## config.mk

```make
export PLATFORM = sky130hd
export DESIGN_NAME = psg_reg_decoder
export DESIGN_NICKNAME = d
export VERILOG_FILES = /design/src/rtl/psg_reg_decoder.sv
export SDC_FILE = /design/constraint.sdc
export NUM_CORES = 1
export LEC_CHECK = 0
export ABC_AREA = 1
export CORE_MARGIN = 2
export CORE_UTILIZATION = 48
export CTS_BUF_LIST = sky130_fd_sc_hd__clkbuf_8
export DETAILED_ROUTE_END_ITERATION = 10
export PLACE_DENSITY = 0.83
export SETUP_SLACK_MARGIN = 0.2
export SKIP_CTS_REPAIR_TIMING = 1
export SYNTH_ARGS = -nofsm -noshare
export SYNTH_HDL_FRONTEND = slang
export SYNTH_SLANG_ARGS = --single-unit
```

## constraint.sdc

```tcl
create_clock -name clk -period 1.4 [get_ports clk]
set_input_delay 0.21 -clock clk [delete_from_list [all_inputs] [get_ports clk]]
set_output_delay 0.21 -clock clk [all_outputs]
set_load 0.01 [all_outputs]
```

## src/rtl/psg_reg_decoder.sv

```systemverilog
// SN76489-style register decoder snooping Z80 bus writes; holds tone periods and attenuations.
// Optional noise-channel registers are built when PSG_NOISE_EN is defined.
module psg_reg_decoder #(
    parameter logic [15:0] PSG_ADDR = 16'h007F,
    parameter int unsigned NUM_TONE = 3
) (
    input  logic                     clk,
    input  logic                     reset,
    input  logic [15:0]              addr,
    input  logic                     MREQ_N,
    input  logic                     WR_N,
    input  logic [7:0]               data,
    output logic [NUM_TONE-1:0][9:0] freq,
    output logic [NUM_TONE-1:0][3:0] atten_mag,
    output logic [NUM_TONE-1:0]      enable,
    output logic [NUM_TONE-1:0]      atten_enable,
    output logic [NUM_TONE-1:0]      tone_upd,
`ifdef PSG_NOISE_EN
    output logic [2:0]               noise_ctrl,
    output logic [3:0]               noise_atten,
    output logic                     noise_rst,
`endif
    output logic [NUM_TONE-1:0]      atten_upd
);

    logic                     wr_now;
    logic                     wr_q;
    logic                     strobe;
    logic [NUM_TONE-1:0][9:0] freq_d, freq_q;
    logic [NUM_TONE-1:0][3:0] atten_d, atten_q;
    logic [1:0]               lat_ch_d, lat_ch_q;
    logic                     lat_type_d, lat_type_q;
    logic [NUM_TONE-1:0]      tone_upd_d, tone_upd_q;
    logic [NUM_TONE-1:0]      atten_upd_d, atten_upd_q;
    logic [1:0]               ch;
    logic                     is_atten;
`ifdef PSG_NOISE_EN
    logic [2:0]               noise_ctrl_d, noise_ctrl_q;
    logic [3:0]               noise_atten_d, noise_atten_q;
    logic                     noise_rst_d, noise_rst_q;
`endif

    assign wr_now = !MREQ_N && !WR_N && (addr == PSG_ADDR);
    // Rising edge of the qualified write, so a long write strobes exactly once.
    assign strobe = wr_now && !wr_q;

    always_comb begin
        freq_d      = freq_q;
        atten_d     = atten_q;
        lat_ch_d    = lat_ch_q;
        lat_type_d  = lat_type_q;
        tone_upd_d  = '0;
        atten_upd_d = '0;
        ch          = lat_ch_q;
        is_atten    = lat_type_q;
`ifdef PSG_NOISE_EN
        noise_ctrl_d  = noise_ctrl_q;
        noise_atten_d = noise_atten_q;
        noise_rst_d   = 1'b0;
`endif
        if (strobe) begin
            if (data[7]) begin
                ch         = data[6:5];
                is_atten   = data[4];
                lat_ch_d   = data[6:5];
                lat_type_d = data[4];
            end
            if (ch != 2'd3) begin
                if (is_atten) begin
                    atten_d[ch]     = data[3:0];
                    atten_upd_d[ch] = 1'b1;
                end else begin
                    if (data[7]) begin
                        freq_d[ch][3:0] = data[3:0];
                    end else begin
                        freq_d[ch][9:4] = data[5:0];
                    end
                    tone_upd_d[ch] = 1'b1;
                end
            end
`ifdef PSG_NOISE_EN
            else if (is_atten) begin
                noise_atten_d = data[3:0];
            end else begin
                noise_ctrl_d = data[2:0];
                noise_rst_d  = 1'b1;
            end
`endif
        end
    end

    always_ff @(posedge clk) begin
        if (reset) begin
            wr_q        <= 1'b0;
            freq_q      <= '0;
            atten_q     <= {NUM_TONE{4'hF}};
            lat_ch_q    <= 2'd0;
            lat_type_q  <= 1'b0;
            tone_upd_q  <= '0;
            atten_upd_q <= '0;
`ifdef PSG_NOISE_EN
            noise_ctrl_q  <= 3'd0;
            noise_atten_q <= 4'hF;
            noise_rst_q   <= 1'b0;
`endif
        end else begin
            wr_q        <= wr_now;
            freq_q      <= freq_d;
            atten_q     <= atten_d;
            lat_ch_q    <= lat_ch_d;
            lat_type_q  <= lat_type_d;
            tone_upd_q  <= tone_upd_d;
            atten_upd_q <= atten_upd_d;
`ifdef PSG_NOISE_EN
            noise_ctrl_q  <= noise_ctrl_d;
            noise_atten_q <= noise_atten_d;
            noise_rst_q   <= noise_rst_d;
`endif
        end
    end

    always_comb begin
        for (int i = 0; i < NUM_TONE; i++) begin
            enable[i]       = (freq_q[i] != 10'd0);
            atten_enable[i] = (atten_q[i] != 4'hF);
        end
    end

    assign freq      = freq_q;
    assign atten_mag = atten_q;
    assign tone_upd  = tone_upd_q;
    assign atten_upd = atten_upd_q;
`ifdef PSG_NOISE_EN
    assign noise_ctrl  = noise_ctrl_q;
    assign noise_atten = noise_atten_q;
    assign noise_rst   = noise_rst_q;
`endif

endmodule

```

==> flow_summary_export.csv, run 1 <==
group,metric,value,unit
run_status,violations,"negative setup slack",
drt,num_vias,3618,
floorplan,ios,82,
sta,clock_skew,0.01020,ns
setup_path,cp_top_family,"simple AND/OR/NAND/NOR gates",
layout,area_growth,84.62,%
sta,slew_viol_final,0,
setup_path,end_kind,"flop",
pwr,power_leakage,2.910,nW
sta,rsz0062_at_grt,"yes",
sta,final_hold_viol_count,0,
drt,viasPerCell,5.921,
synthesis,ys_ff_latch,52,
setup_path,worst_path_max_delay_cell,"dfxtp_4",
pwr,cellPowerDensity,616.5,nW/um2
setup_path,cp_cell_sequence,"o21ai_4 > nand2_2 > nor2_4 > buf_12 > nand4_1 > nand2_1 > nor2_1",
setup_path,crit_type,"reg2reg",
setup_path,timing.critical_path.fanout_max,6,
clocking,path_clk_slew,0.10,ns
synthesis,synth_area,2669,um2
setup_path,cp.required,1.61,ns
global_routing,grt_max_degree,32,
min_path,hold_path_class,"in2reg",
drt,drt_iter0_drc,569,
layout,fin_nets,566,
global_routing,grt_pass1_vias,2913,
sta,maxSlewHeadroom,74.96,%
setup_path,critPathLaunchType,"flop",
sta,finalCritPeriodShare,111.2,%
floorplan,dieWidth,78.57,um
floorplan,dieArea,6172,um2
layout,drive_gt1_share,43.78,%
floorplan,die_y,78.57,um
layout,fin_cells,611,
clocking,cts_sinks,52,
pwr,p_total,0.003038,W
clocking,insertion_delay,0.32,ns
synthesis,synthArstFlopShare,0,%
floorplan,rows,27,
layout,mostFrequentLayoutCell,"inv_1",
sta,max_freq,642.2,MHz
floorplan,core_area,5439,um2
run_status,outcome,"finished with violations",
placement,place_inst,578,
sta,period_needed,1.557,ns
layout,diodes,0,
synthesis,synth.yosys.warnings,0,
global_routing,grt_first_pass_wirelength,12.68,mm
global_routing,antenna_found_initial,0,
setup_path,cp.buffers_inverters,1,
clocking,h-tree-depth,2,
job,maxCapViolations,0,
sta,max_slew.worst_pin.slew,0.3742,ns
placement,port-buffer-count,81,
synthesis,netlist_instances,387,
clocking,cts_buffers,5,
synthesis,synth_nets,415,
clocking,cts-root-buf,"clkbuf_8",
sta,whs,0.3536,ns
clocking,clock_path_buffers,2,
layout,nFillCells,193,
synthesis,avgSynthCellArea,6.896,um2
sta,setup_viol,10,
setup_path,cpPeakStageDelay,0.38,ns
setup_path,critical_path_arrival,1.77,ns
layout,layout_common_cells,"59 x inv_1, 57 x nand2_1, 57 x dlymetal6s2s_1",
global_routing,grt.total_usage,25.65,%
drt,wl_per_cell,20.77,um
drt,dr.pass1.iters,6,
drt,wl,12.69,mm
sta,finalWorstSetupSlack,-0.1572,ns
floorplan,start_util,49.07,%
placement,hpwl,5.601,mm
synthesis,yosys.cell_types.count,27,
pwr,peakVddDrop,0.6243,mV
synthesis,synth-main-ff-cell,"dfxtp_1",
drt,route.detailed.drc,0,
global_routing,overflow,0,
clocking,cts_tree,"yes",
synthesis,ys_seq_area_share,39.01,%
drt,ant_nets,0,
placement,place.gp.congestion,0.8792,
synthesis,synth_enable_flop_cells,0,
## worst paths after layout
kind | from | end | slack, ns | cells past startpoint
setup / recovery | lat_ch_q[0] | freq[28] | -0.16 | 7
hold / removal | WR_N | wr_q | 0.35 | 6
setup reg to reg | lat_ch_q[0] | freq[28] | -0.16 | 7
hold reg to reg | atten_mag[10] | atten_mag[10] | 0.49 | 2
## state kept, by name, indices dropped and copies added, names as in the netlist
signal and count:
tone_upd 3, lat_ch_q 2, freq 30, lat_type_q 1
atten_mag 12, wr_q 1, atten_upd 3
## layout make-up
type / instances / area (um2) / area share [%]
Clock inverter: 3 / 38.79 / 0.7872
Sequential cell: 52 / 1080 / 21.91
Timing Repair inverter: 1 / 8.758 / 0.1778
Inverter: 85 / 347.8 / 7.059
Timing Repair Buffer: 156 / 1707 / 34.64
Tap cell: 72 / 90.09 / 1.828
Multi-Input combinational cell: 237 / 1587 / 32.20
Clock buffer: 5 / 68.82 / 1.397
## routing by layer
layer	share of wire [%]	vias to the layer above	track usage, %
li1	-	1528	-
met1	36	1680	30.58
met2	48	310	45.73
met3	9.2	100	3.103
met4	7.1	0	11.75
met5	0	-	0
## synth_stat cells, types with 2 or more instances
master	number	area share [%]
nor2_1	51	7.2
nand2_2	2	0.47
nor3_1	3	0.56
dfxtp_1	52	39
a21oi_1	2	0.38
nor2_4	4	1.7
nor2_2	2	0.47
inv_1	83	12
o21ai_0	2	0.38
nand4_4	3	2.4
nand4_1	48	11
nand4_2	3	1.4
nand3_1	16	3.0
nor4_1	6	1.4
clkbuf_1	4	0.56
o21ai_4	2	1.2
nand2_1	88	12
buf_2	7	1.3
## tightest hold or removal path: cells and delay by family
family                 cells  cell delay [ns]
and+or+nand+nor            4             0.25
buffers and inverters      2             0.17
## through the flow
step | util (%) | setup slack [ns] | instance area (um2) | setup TNS [ns]
after global placement | 73.89 | -0.4484 | 4019 | -19.83
after floorplan | - | 0.1674 | 2751 | 0
after detailed placement | 73.89 | -0.4811 | 4019 | -22.00
after global routing | 90.59 | -0.2542 | 4927 | -1.481
after CTS | 75.87 | -0.4190 | 4126 | -9.857
final | 90.59 | -0.1572 | 4927 | -0.8045
## power breakdown
part | switching [W] | internal, W
logic | 0.000292 | 0.000219
registers | 0.00000000236 | 0.00147
clock network | 0.000530 | 0.000524
## kinds of logic after synthesis
family	share of synthesized area (%)
buffers and inverters	14.53
DFF	39.01
AOI/OAI and AO/OA	2.297
and+or+nand+nor	44.16
Power figures use the tool's default switching activity.
==> run 2: changes to the inputs <==
- TNS_END_PERCENT: not set -> 10
==> run 2 against run 1 <==
Compared with the run above:
- the flow still finishes with violations (negative setup slack)
- first-iteration DRC count decreased by 62%
- final cell count decreased by 2.6%
- core utilization decreased by 7.3 points
- worst setup slack improved by 0.057 ns
- clock skew increased by 0.00070 ns
- clock power decreased by 12%
- power decreased by 9.0%
- non-clock buffer count decreased by 15
- combinational power decreased by 29%
- maximum frequency increased by 3.8%
- largest cell class unchanged
==> flow_summary_export.csv, run 2 (synthesis results as in run 1) <==
group,metric,value,unit
setup_path,cp.buffers_inverters,2,
floorplan,start_util,49.07,%
sta,clock_skew,0.01090,ns
pwr,p_clk_share,33.6,%
setup_path,worstReg2RegStart,"lat_ch_q[1]",
placement,place.gp.congestion,0.8898,
drt,viasPerCell,5.358,
setup_path,cp.required,1.19,ns
global_routing,grt_max_degree,36,
global_routing,grt.total_usage,24.84,%
layout,nFillCells,311,
global_routing,grt_pass1_vias,2786,
sta,finalWorstSetupSlack,-0.09980,ns
layout,area_growth,69.67,%
clocking,insertion_delay,0.32,ns
job,maxCapViolations,0,
setup_path,r2r_slack,-0.08,ns
min_path,min_to,"wr_q",
pwr,swShare,28.09,%
floorplan,rows,27,
drt,drt_iter0_drc,214,
pwr,seqPwrFrac,53.3,%
setup_path,worst_r2r_endpoint,"freq[24]",
drt,wl,9.152,mm
drt,ant_nets,0,
placement,hpwl,5.483,mm
floorplan,dieArea,6172,um2
setup_path,end_kind,"output pin",
floorplan,core_area,5439,um2
placement,place_ws,-0.5556,ns
setup_path,critical_path_arrival,1.29,ns
pwr,switching_power,0.0007768,W
layout,fin_area,4528,um2
sta,slew_viol_final,0,
global_routing,antenna_found_initial,0,
global_routing,grt_first_pass_wirelength,12.36,mm
global_routing,overflow,0,
pwr,peakVddDrop,0.5209,mV
setup_path,rr_worst_depth,8,
sta,setup_viol,11,
clocking,cts_sinks,52,
setup_path,worst_path_max_delay_cell,"clkdlybuf4s50_1",
run_status,violations,"negative setup slack",
setup_path,cpPeakStageDelay,0.52,ns
pwr,cellPowerDensity,610.7,nW/um2
sta,final_hold_viol_count,0,
sta,max_freq,666.8,MHz
sta,finalSetupTns,-0.5019,ns
sta,rsz0062_at_grt,"yes",
layout,fin_nets,550,
setup_path,cp_top_family,"buffers and inverters",
floorplan,die_y,78.57,um
drt,route.detailed.drc,0,
sta,finalCritPeriodShare,107.1,%
pwr,p_int,0.001989,W
min_path,worstHoldStart,"addr[4]",
layout,layout_common_cells,"68 x inv_1, 66 x nand2_1, 62 x dlymetal6s2s_1",
clocking,cts-root-buf,"clkbuf_8",
pwr,power_leakage,2.800,nW
sta,period_needed,1.500,ns
setup_path,cp_cell_sequence,"buf_4 > clkdlybuf4s50_1",
sta,maxSlewHeadroom,74.75,%
clocking,clock_path_buffers,2,
min_path,hold_depth,6,
setup_path,critPathLaunchType,"flop",
placement,port-buffer-count,81,
sta,max_slew.worst_pin.slew,0.3774,ns
drt,wl_per_cell,15.38,um
floorplan,ios,82,
setup_path,timing.critical_path.fanout_max,2,
layout,largest_reg_flops,30,
clocking,cts_buffers,5,
clocking,path_clk_slew,0.11,ns
pwr,p_total,0.002765,W
layout,mostFrequentLayoutCell,"inv_1",
layout,drive_gt1_share,35.95,%
clocking,h-tree-depth,2,
drt,dr.pass1.iters,5,
placement,placed_area,3959,um2
layout,diodes,0,
min_path,hold_path_class,"in2reg",
floorplan,dieWidth,78.57,um
pwr,pwr-share-comb,13.2,%
drt,num_vias,3188,
setup_path,crit_type,"reg2out",
clocking,cts_tree,"yes",
run_status,outcome,"finished with violations",
run 2: cell types whose count changed in the layout (fill, tap and decap cells not counted), sizes merged:
cell / delta
dlymetal6s2s: +5
bufinv: -1
inv: +1
clkdlybuf4s50: +2
clkinv: -1
clkbuf: -3
buf: -19
run 2: final cells by class:
cell class | instances | area, um2 | share of cell area (%)
repair buffers | 141 | 1488 | 32.85
inverters | 85 | 339.1 | 7.488
multi-input cells | 237 | 1433 | 31.64
clock buffers | 5 | 68.82 | 1.520
well taps | 72 | 90.09 | 1.990
clock inverters | 3 | 25.02 | 0.5526
flip-flops and latches | 52 | 1085 | 23.96
run 2: tightest hold or removal path, stage by stage:
cell and delay [ns]:
clkbuf_2 0.10, nand2_2 0.07, nor2_4 0.04, nand3_4 0.12
buf_4 0.12, nor3_1 0.03
run 2: stage by stage:
step / std cells / util (%) / hold slack [ns]
2_1_floorplan: 387 / - / 0.2824
3_3_place_gp: 575 / 72.79 / 0.4761
3_5_place_dp: 575 / 72.79 / 0.4795
4_1_cts: 583 / 74.51 / 0.5047
5_1_grt: 595 / 83.25 / 0.3947
6_report: 595 / 83.25 / 0.3992
run 2: worst max path at each step:
| stage | startpoint | to | slack, ns | cells past startpoint |
|---|---|---|---|---|
| after floorplan | data[7] | freq[6] | 0.17 | 6 |
| after global placement | data[7] | freq[26] | -0.42 | 9 |
| after detailed placement | data[7] | freq[29] | -0.56 | 9 |
| after CTS | freq[25] | enable[2] | -0.45 | 3 |
| after global routing | freq[26] | freq[26] | -0.16 | 2 |
| final | freq[26] | freq[26] | -0.1 | 2 |
run 2: power by group through the flow:
stage | sequential [W] | clock, W | combinational [W]
2_1_floorplan | 0.00151 | 0 | 0.000161
3_3_place_gp | 0.00151 | 0 | 0.000317
3_5_place_dp | 0.00151 | 0 | 0.000326
4_1_cts | 0.00148 | 0.000914 | 0.000327
5_1_grt | 0.00147 | 0.000993 | 0.000386
6_report | 0.00147 | 0.000928 | 0.000364
run 2: metal layers:
metal  GRT usage, %  part of all wire [%]
met3          5.057                   7.9
met5              0                     0
met4          7.193                   2.7
met1          29.75                    38
met2          44.62                    51
